### config.mk
export PLATFORM = sky130hd
export DESIGN_NAME = boron_inv_sub_unit_flat
export DESIGN_NICKNAME = d
export VERILOG_FILES = /design/src/rtl/boron_inv_sub_unit_if.sv /design/src/rtl/boron_inv_sub_unit.sv /design/src/flat_wrapper.sv
export SDC_FILE = /design/constraint.sdc
export NUM_CORES = 1
export LEC_CHECK = 0
export CORE_ASPECT_RATIO = 0.9
export CORE_UTILIZATION = 30
export CTS_CLUSTER_DIAMETER = 50
export DETAILED_ROUTE_END_ITERATION = 8
export HOLD_SLACK_MARGIN = 0.1
export PLACE_DENSITY = 0.59
export SYNTH_ARGS = -nofsm -noshare
export SYNTH_HDL_FRONTEND = slang
export SYNTH_SLANG_ARGS = --single-unit
### constraint.sdc
create_clock -name clk -period 12.9 [get_ports clk]
set_input_delay 1.935 -clock clk [delete_from_list [all_inputs] [get_ports clk]]
set_output_delay 1.935 -clock clk [all_outputs]
set_load 0.005 [all_outputs]
### src/rtl/boron_inv_sub_unit_if.sv
// ---------------------------------------------------------------------------
// boron_inv_sub_unit_if
//
// Purpose : Groups the job-input and result-output handshakes of the BORON
//           inverse-substitution unit into one bundle.
//
// Handshake semantics (both channels): a transfer happens on a rising clk
// edge where valid and ready are both high. A producer holds valid and its
// payload stable until that transfer. A producer never waits for ready
// before raising valid. Ready may be high while valid is low.
//
// Signals :
//   in_valid   master->slave  in_state/in_key carry a job
//   in_ready   slave->master  unit can accept a job
//   in_state   master->slave  64-bit ciphertext-side state, nibble k = [4k+3:4k]
//   in_key     master->slave  64-bit round key XORed after substitution
//   out_valid  slave->master  out_state carries a result
//   out_ready  master->slave  downstream accepts out_state
//   out_state  slave->master  InvS(in_state) XOR in_key
// ---------------------------------------------------------------------------
interface boron_inv_sub_unit_if;
    logic        in_valid;
    logic        in_ready;
    logic [63:0] in_state;
    logic [63:0] in_key;
    logic        out_valid;
    logic        out_ready;
    logic [63:0] out_state;

    // Unit side.
    modport slave (
        input  in_valid,
        input  in_state,
        input  in_key,
        input  out_ready,
        output in_ready,
        output out_valid,
        output out_state
    );

    // Job source / result sink side.
    modport master (
        output in_valid,
        output in_state,
        output in_key,
        output out_ready,
        input  in_ready,
        input  out_valid,
        input  out_state
    );
endinterface

### src/rtl/boron_inv_sub_unit.sv
// ---------------------------------------------------------------------------
// boron_inv_sub_unit
//
// Purpose : Decryption-side substitution stage of the BORON round loop.
//           Applies the inverse 4-bit S-box to all 16 nibbles of a 64-bit
//           state, NPC nibbles per clock (nibble 0 first), then XORs in the
//           round key and presents the result.
//
// Parameters:
//   NPC        nibbles substituted per cycle; 1, 2, 4, 8 or 16
//
// Ports:
//   clk        sole clock, rising edge
//   rst        asynchronous, active-high reset
//   bus        slave modport of boron_inv_sub_unit_if (job in / result out)
//   busy       high whenever the FSM is not IDLE
//   dbg_state  current FSM state (0=IDLE, 1=SUB, 2=KEY, 3=DONE)
//
// Timing : accept edge -> out_valid after 16/NPC+1 edges. Every output is
//          decoded from registers only; no input reaches an output
//          combinationally.
// ---------------------------------------------------------------------------
module boron_inv_sub_unit #(
    parameter int NPC = 4
) (
    input  logic                       clk,
    input  logic                       rst,
    boron_inv_sub_unit_if.slave        bus,
    output logic                       busy,
    output logic [1:0]                 dbg_state
);

    // -----------------------------------------------------------------------
    // Elaboration-time parameter check
    // -----------------------------------------------------------------------
    if (!(NPC == 1 || NPC == 2 || NPC == 4 || NPC == 8 || NPC == 16)) begin : g_bad_npc
        $error("boron_inv_sub_unit: NPC must be 1, 2, 4, 8 or 16");
    end

    localparam int NSTEP = 16 / NPC;                          // SUB cycles per job
    localparam int CW    = (NSTEP > 1) ? $clog2(NSTEP) : 1;   // counter width
    localparam logic [CW-1:0] CNT_LAST = CW'(NSTEP - 1);

    typedef enum logic [1:0] {
        S_IDLE = 2'd0,
        S_SUB  = 2'd1,
        S_KEY  = 2'd2,
        S_DONE = 2'd3
    } state_e;

    // -----------------------------------------------------------------------
    // Inverse S-box
    // -----------------------------------------------------------------------
    function automatic logic [3:0] inv_sbox(input logic [3:0] x);
        logic [3:0] y;
        case (x)
            4'h0: y = 4'hA;
            4'h1: y = 4'h3;
            4'h2: y = 4'h9;
            4'h3: y = 4'hE;
            4'h4: y = 4'h1;
            4'h5: y = 4'hD;
            4'h6: y = 4'hF;
            4'h7: y = 4'h4;
            4'h8: y = 4'hC;
            4'h9: y = 4'h5;
            4'hA: y = 4'h7;
            4'hB: y = 4'h2;
            4'hC: y = 4'h6;
            4'hD: y = 4'h8;
            4'hE: y = 4'h0;
            default: y = 4'hB;
        endcase
        return y;
    endfunction

    // -----------------------------------------------------------------------
    // Registers
    // -----------------------------------------------------------------------
    state_e          state_q, state_d;
    logic [CW-1:0]   cnt_q,   cnt_d;
    logic [63:0]     data_q,  data_d;
    logic [63:0]     key_q,   key_d;
    // Goes high on the first edge after reset release. It keeps in_ready low
    // for the whole reset period (where the FSM already sits in IDLE) without
    // routing rst itself to an output.
    logic            alive_q;

    logic            in_ready_w;
    logic [63:0]     sub_data;

    assign in_ready_w = alive_q && (state_q == S_IDLE);

    // -----------------------------------------------------------------------
    // Substitution slice: nibbles cnt*NPC .. cnt*NPC+NPC-1 replaced, rest held
    // -----------------------------------------------------------------------
    always_comb begin
        sub_data = data_q;
        for (int k = 0; k < 16; k++) begin
            if (CW'(k / NPC) == cnt_q) begin
                sub_data[4*k +: 4] = inv_sbox(data_q[4*k +: 4]);
            end
        end
    end

    // -----------------------------------------------------------------------
    // FSM next-state and datapath
    // -----------------------------------------------------------------------
    always_comb begin
        state_d = state_q;
        cnt_d   = cnt_q;
        data_d  = data_q;
        key_d   = key_q;
        case (state_q)
            S_IDLE: begin
                if (bus.in_valid && in_ready_w) begin
                    data_d  = bus.in_state;
                    key_d   = bus.in_key;
                    cnt_d   = '0;
                    state_d = S_SUB;
                end
            end
            S_SUB: begin
                data_d = sub_data;
                if (cnt_q == CNT_LAST) begin
                    cnt_d   = '0;
                    state_d = S_KEY;
                end else begin
                    cnt_d = cnt_q + CW'(1);
                end
            end
            S_KEY: begin
                data_d  = data_q ^ key_q;
                state_d = S_DONE;
            end
            S_DONE: begin
                // Result held in data_q until downstream takes it.
                if (bus.out_ready) begin
                    state_d = S_IDLE;
                end
            end
            default: begin
                state_d = S_IDLE;
            end
        endcase
    end

    always_ff @(posedge clk or posedge rst) begin
        if (rst) begin
            state_q <= S_IDLE;
            cnt_q   <= '0;
            data_q  <= '0;
            key_q   <= '0;
            alive_q <= 1'b0;
        end else begin
            state_q <= state_d;
            cnt_q   <= cnt_d;
            data_q  <= data_d;
            key_q   <= key_d;
            alive_q <= 1'b1;
        end
    end

    // -----------------------------------------------------------------------
    // Outputs (registered-state decodes only)
    // -----------------------------------------------------------------------
    assign bus.in_ready  = in_ready_w;
    assign bus.out_valid = (state_q == S_DONE);
    assign bus.out_state = data_q;
    assign busy          = (state_q != S_IDLE);
    assign dbg_state     = state_q;

endmodule

### src/flat_wrapper.sv
// flat-port wrapper written by rule: the top's interface ports become plain ports
module boron_inv_sub_unit_flat 
#(
    parameter int NPC = 4
)
  (clk, rst, busy, dbg_state, bus_in_valid, bus_in_state, bus_in_key, bus_out_ready, bus_in_ready, bus_out_valid, bus_out_state);
  boron_inv_sub_unit_if bus_i ();
  input  logic clk;
  input  logic rst;
  output logic busy;
  output logic [1:0] dbg_state;
  input wire logic [$bits(bus_i.in_valid)-1:0] bus_in_valid;
  input wire logic [$bits(bus_i.in_state)-1:0] bus_in_state;
  input wire logic [$bits(bus_i.in_key)-1:0] bus_in_key;
  input wire logic [$bits(bus_i.out_ready)-1:0] bus_out_ready;
  output wire logic [$bits(bus_i.in_ready)-1:0] bus_in_ready;
  output wire logic [$bits(bus_i.out_valid)-1:0] bus_out_valid;
  output wire logic [$bits(bus_i.out_state)-1:0] bus_out_state;
  assign bus_i.in_valid = bus_in_valid;
  assign bus_i.in_state = bus_in_state;
  assign bus_i.in_key = bus_in_key;
  assign bus_i.out_ready = bus_out_ready;
  assign bus_in_ready = bus_i.in_ready;
  assign bus_out_valid = bus_i.out_valid;
  assign bus_out_state = bus_i.out_state;
  boron_inv_sub_unit #(.NPC(NPC)) u_core (.clk(clk), .rst(rst), .bus(bus_i), .busy(busy), .dbg_state(dbg_state));
endmodule
Yosys cells after proc, flatten, opt, wreduce, memory -nomap -nowiden. Memory sizes are Yosys's and may differ from the RTL's. Index checks and enable logic that the tools add are counted. W data, S select, Z words.

Register bits: 133. Bits in read-only memories: 1024. Logic and storage cells: 79. RAM bits: 0. Output and inout port bits: 69. Bits in latches: 0. Memories: 16. Input bits: 132.

$lt $le $gt $ge: 0. Shifts and indexed selects: 0. Reductions and logical operators: 14. Multipliers: 0. Eq/ne operators: 14. Add/subtract/negate cells: 1. Muxes and demuxes: 25. Divide/modulo/power cells: 0. Bitwise operators: 1.

Memories: (no name shown) (depth 16, width 4, read ports 1, clocked after Yosys merged registers in 0, wr ports 0, RTL line boron_inv_sub_unit.sv:56) `case (x)`; (no name shown) (depth 16, width 4, read ports 1, clocked after Yosys merged registers in 0, wr ports 0, RTL line boron_inv_sub_unit.sv:56); (no name shown) (depth 16, width 4, read ports 1, clocked after Yosys merged registers in 0, wr ports 0, RTL line boron_inv_sub_unit.sv:56); (no name shown) (depth 16, width 4, read ports 1, clocked after Yosys merged registers in 0, wr ports 0, RTL line boron_inv_sub_unit.sv:56); (no name shown) (depth 16, width 4, read ports 1, clocked after Yosys merged registers in 0, wr ports 0, RTL line boron_inv_sub_unit.sv:56); (no name shown) (depth 16, width 4, read ports 1, clocked after Yosys merged registers in 0, wr ports 0, RTL line boron_inv_sub_unit.sv:56); 10 more memories.

Operators by type and width (count): $pmux W64 S3 (1); $mux W4 (16); $mux W64 (1); $xor A64 B64 Y64 (1); $reduce_and A3 Y1 (5); $mux W2 (5); $ne A2 B1 Y1 const B (5); $pmux W2 S4 (1); $eq A2 B2 Y1 const B (3); $eq A2 B2 Y1 const A (2); $logic_not A2 Y1 (2); $ne A2 B2 Y1 const B (2); $pmux W2 S2 (1); $reduce_and A2 Y1 (2); $reduce_bool A2 Y1 (2); $reduce_bool A3 Y1 (1); $add A2 B1 Y2 const B (1); $eq A1 B2 Y1 const A (1); $eq A2 B1 Y1 const B (1); $logic_and A1 B1 Y1 (2).

Longest topological paths before layout.
Depth after elaboration: 5. Gate-level depth with buffers: 9. Depth with buffers taken out: 6.

Worst setup path before layout. OpenSTA, ideal clock, no wires.

Kind: input-to-reg. From: in bus_in_valid. To: reg u_core.data_q[0], in the netlist u_core.bus.out_state[0]. Arrival time: 2881 ps. Stages on the path: 5. Data required time: 12768 ps. Setup slack: 9886 ps. Cells stage by stage: a21boi_2 or3_1 clkbuf_1 o21ai_0 o41ai_2.

Longest elaborated chain between the ends: 3.

Ends and longest elaborated chain: start: declaration (RTL line flat_wrapper.sv:12) `input wire logic [$bits(bus_i.in_valid)-1:0] bus_in_valid;`; $logic_and A1 B1 Y1 (RTL line boron_inv_sub_unit.sv:116) `if (bus.in_valid && in_ready_w) begin`; $ne A2 B2 Y1 (no line); $reduce_and A3 Y1 (no line); end signal: assignment (RTL line boron_inv_sub_unit.sv:158) `data_q <= data_d;`; end: declaration (RTL line boron_inv_sub_unit.sv:82) `logic [63:0] data_q, data_d;`.

Every way passes these cells. A chain may end at the register's enable or synchronous reset.

Worst setup path after layout.
From: reg u_core.state_q[0], in the netlist u_core.dbg_state[0]. To: out bus_in_ready.

Longest elaborated chain between the ends: 2.

Ends and longest elaborated chain: start: declaration (RTL line boron_inv_sub_unit.sv:80) `state_e state_q, state_d;`; start signal: assignment (RTL line boron_inv_sub_unit.sv:156) `state_q <= state_d;`; $logic_not A2 Y1 (RTL line boron_inv_sub_unit.sv:92) `assign in_ready_w = alive_q && (state_q == S_IDLE);`; $logic_and A1 B1 Y1 (RTL line boron_inv_sub_unit.sv:92); end: declaration (RTL line flat_wrapper.sv:16) `output wire logic [$bits(bus_i.in_ready)-1:0] bus_in_ready;`.

Every way passes these cells.

==> results.json <==
{
  "yosys.area.top_type": "sky130_fd_sc_hd__dfrtp_1",
  "ys.warnings.count": 0,
  "grt_antenna_before_repair": 2,
  "grt_max_degree": 85,
  "tritoncts": "built",
  "worst_slew_margin_rel_pct": 20.9,
  "clock-sinks": 133,
  "grt_setup_unrepaired": "false",
  "ctsRootBufferMaster": "sky130_fd_sc_hd__clkbuf_16",
  "routed_wirelength_um": 29600,
  "gp_routability_congestion": 0.780,
  "power_density_nw_per_um2": 282,
  "hold_path_class": "reg2reg",
  "grt.total_usage_pct": 17.6,
  "rows": 63,
  "syn_nets": 1240,
  "numCtsBuffers": 17,
  "global_route.overflow_total": 0,
  "critical_path_required_ns": 10.97,
  "cts_hold_fix_bufs": 0,
  "asyncSetResetFlopFracSynth_pct": 100,
  "ys_ff_latch": 133,
  "fillerInstances": 3235,
  "crit_type": "reg2out",
  "syn-instance-count": 986,
  "data_arrival_time_of_the_critical_path_ns": 2.11,
  "drtAntennaViolNets": 0,
  "clk_transition_reported_paths_ns": 0.06,
  "insertion_delay_ns": 0.43,
  "drt-vias-per-instance": 5.19,
  "crit_path_start_kind": "flop",
  "layoutNonFillerInstCount": 1572,
  "grt_pass1_vias": 8435,
  "synth_top_cell_area_share_pct": 32.8,
  "grt.met1_usage_pct": 23.4,
  "io-pin-count": 201,
  "clock_tree_buf_depth": 2,
  "number_of_levels_in_the_clock_h_tree": 4,
  "leakage_nw": 5.51,
  "totalNegativeSetupSlack_ns": 0,
  "area.growth.synth_to_final_pct": 29.1,
  "core_sq_um": 33100,
  "vdd.ir_drop.worst_uv": 97.0,
  "ys_top_cells_by_count": "sky130_fd_sc_hd__dfrtp_1, sky130_fd_sc_hd__ha_1, sky130_fd_sc_hd__inv_1",
  "mappedNetlistArea_sq_um": 10200,
  "die_height_um": 177,
  "fin_area_sq_um": 13100,
  "drc_errors": 0,
  "place_ws_ns": 8.54,
  "synth_enable_flop_cells": 0,
  "global_route_wire_length_before_repair_um": 47500,
  "total_power_mw": 3.70,
  "layout_min_cycle_time_ns": 4.05,
  "final_layout_size_suffix_gt1_share_pct": 15.3,
  "ys_dominant_reg_cell": "sky130_fd_sc_hd__dfrtp_1",
  "timing.fmax_mhz": 247,
  "dpl.cell_count": 1540,
  "finalMaxSlewViolations": 0,
  "fp.dieW_um": 196,
  "wl_per_cell_um": 18.8,
  "drt_pre_antenna_iters": 4,
  "initial_utilization_pct": 30.7,
  "critPathCaptureType": "output port",
  "dp_hpwl_um": 19300,
  "critPathMaxFanout": 6,
  "timing.final.setup_violations": 0,
  "fin_skew_ns": 0.00887,
  "timing.final.crit_share_pct": 31.4,
  "hold_viol_final": 0,
  "maxcap_violations": 0,
  "post_synth.cell_area_avg_sq_um": 10.3,
  "port-buffer-count": 200,
  "route.vias.total": 8159,
  "gr-usage-met3_pct": 4.26,
  "first_iter_violations": 339,
  "yosys-top-cells-area": "sky130_fd_sc_hd__dfrtp_1, sky130_fd_sc_hd__ha_1, sky130_fd_sc_hd__mux2_2",
  "synth_cell_types": 54,
  "die-area_sq_um": 34600,
  "synth.most_common_cell": "sky130_fd_sc_hd__dfrtp_1",
  "antennaDiodeCount": 0,
  "status": "completed",
  "busiest_layer": "met2",
  "tightestPinTransition_ns": 1.18,
  "post_cts_resize_count": 0,
  "placed_cell_area_sq_um": 12500,
  "grt.met2_usage_pct": 28.7,
  "synth-seq-area-share_pct": 32.8,
  "layout_setup_ws_ns": 8.85,
  "final_nets": 1391,
  "cts_post_setup_buffers_inserted": 0
}
==> state kept, by name, indices dropped and copies added, names as in the netlist <==
name	count
u_core.cnt_q	2
u_core.dbg_state	2
u_core.key_q	64
u_core.alive_q	1
u_core.bus.out_state	64
==> stage by stage <==
stage / hold slack, ns / util [%]
3_3_place_gp: 0.510 / 37.7
6_report: 0.523 / 39.6
2_1_floorplan: 0.493 / -
4_1_cts: 0.528 / 39.6
3_5_place_dp: 0.515 / 37.7
5_1_grt: 0.533 / 39.6
==> layout make-up <==
type / count / area (sq um) / share of cell area [%]
multi-input cells: 685 / 6220 / 47.4
flip-flops and latches: 133 / 3330 / 25.4
repair buffers: 205 / 2040 / 15.5
well taps: 422 / 528 / 4.02
clock buffers: 20 / 467 / 3.56
inverters: 95 / 362 / 2.76
clock inverters: 12 / 176 / 1.34
==> metal layers <==
metal,wire [um],vias to the layer above
met5,31,-
li1,-,3841
met3,1820,20
met4,294,4
met1,13600,4049
met2,13800,245
==> power by group <==
group          internal (mW)  total, mW  switching, mW
Clock                  0.339      0.543          0.204
Sequential             0.640       1.01          0.365
Combinational           1.10       2.16           1.06
==> path summary, 6_finish.rpt <==
check	slack, ns	cells after the start	start	to
worst max-delay path	8.85	4	u_core.dbg_state[0]	bus_in_ready
worst min-delay path	0.52	1	u_core.key_q[30]	u_core.key_q[30]
worst max register to register	9.77	6	u_core.dbg_state[1]	u_core.bus.out_state[37]
worst min register to register	0.52	1	u_core.key_q[30]	u_core.key_q[30]
max in group asynchronous	9.57	3	rst	u_core.key_q[2]
min in group asynchronous	2.06	2	rst	u_core.bus.out_state[37]
==> cells in the final DEF, fill, tap and decap left out, types with 5 or more instances in the layout <==
cell,instances
sky130_fd_sc_hd__inv_1,90
sky130_fd_sc_hd__nand2_1,41
sky130_fd_sc_hd__a31oi_1,9
sky130_fd_sc_hd__clkbuf_16,17
sky130_fd_sc_hd__xnor2_1,9
sky130_fd_sc_hd__buf_4,5
sky130_fd_sc_hd__mux2_2,77
sky130_fd_sc_hd__o21bai_1,5
sky130_fd_sc_hd__nor2_1,37
sky130_fd_sc_hd__o41ai_1,5
sky130_fd_sc_hd__clkdlybuf4s50_1,200
sky130_fd_sc_hd__nor2b_1,5
sky130_fd_sc_hd__ha_1,119
sky130_fd_sc_hd__o211ai_1,16
sky130_fd_sc_hd__and2_1,5
sky130_fd_sc_hd__o221a_2,7
sky130_fd_sc_hd__clkinvlp_4,5
sky130_fd_sc_hd__mux4_2,33
sky130_fd_sc_hd__o221ai_1,5
sky130_fd_sc_hd__mux2i_1,16
sky130_fd_sc_hd__nand2b_1,18
sky130_fd_sc_hd__a21oi_1,17
sky130_fd_sc_hd__o31ai_1,8
sky130_fd_sc_hd__xor2_1,45
sky130_fd_sc_hd__nand4_1,9
sky130_fd_sc_hd__a221oi_1,40
sky130_fd_sc_hd__nand3b_1,6
sky130_fd_sc_hd__o22ai_1,18
sky130_fd_sc_hd__dfrtp_1,133
sky130_fd_sc_hd__o21ai_0,77
sky130_fd_sc_hd__and4_1,7
==> kinds of logic (layout without fill, tap and decap cells) <==
kind of cell | after synthesis | count (layout) | synth area share (%)
other | 1 | 1 | 0.0369
XOR/XNOR | 54 | 54 | 4.65
multiplexers | 126 | 126 | 17.4
adder cells (fa/ha/maj) | 122 | 122 | 15.0
AND/OR/NAND/NOR | 148 | 148 | 7.39
buffers and inverters | 168 | 332 | 6.56
flip-flops | 133 | 133 | 32.8
AO/OA/AOI/OAI | 234 | 234 | 16.2
==> critical path, stage by stage (launching register included) <==
cell and delay, ns:
sky130_fd_sc_hd__dfrtp_1 0.49, sky130_fd_sc_hd__inv_1 0.21, sky130_fd_sc_hd__ha_4 0.20, sky130_fd_sc_hd__and2_1 0.23, sky130_fd_sc_hd__clkdlybuf4s50_1 0.55
Note: power is estimated with default switching activity, not from simulation.
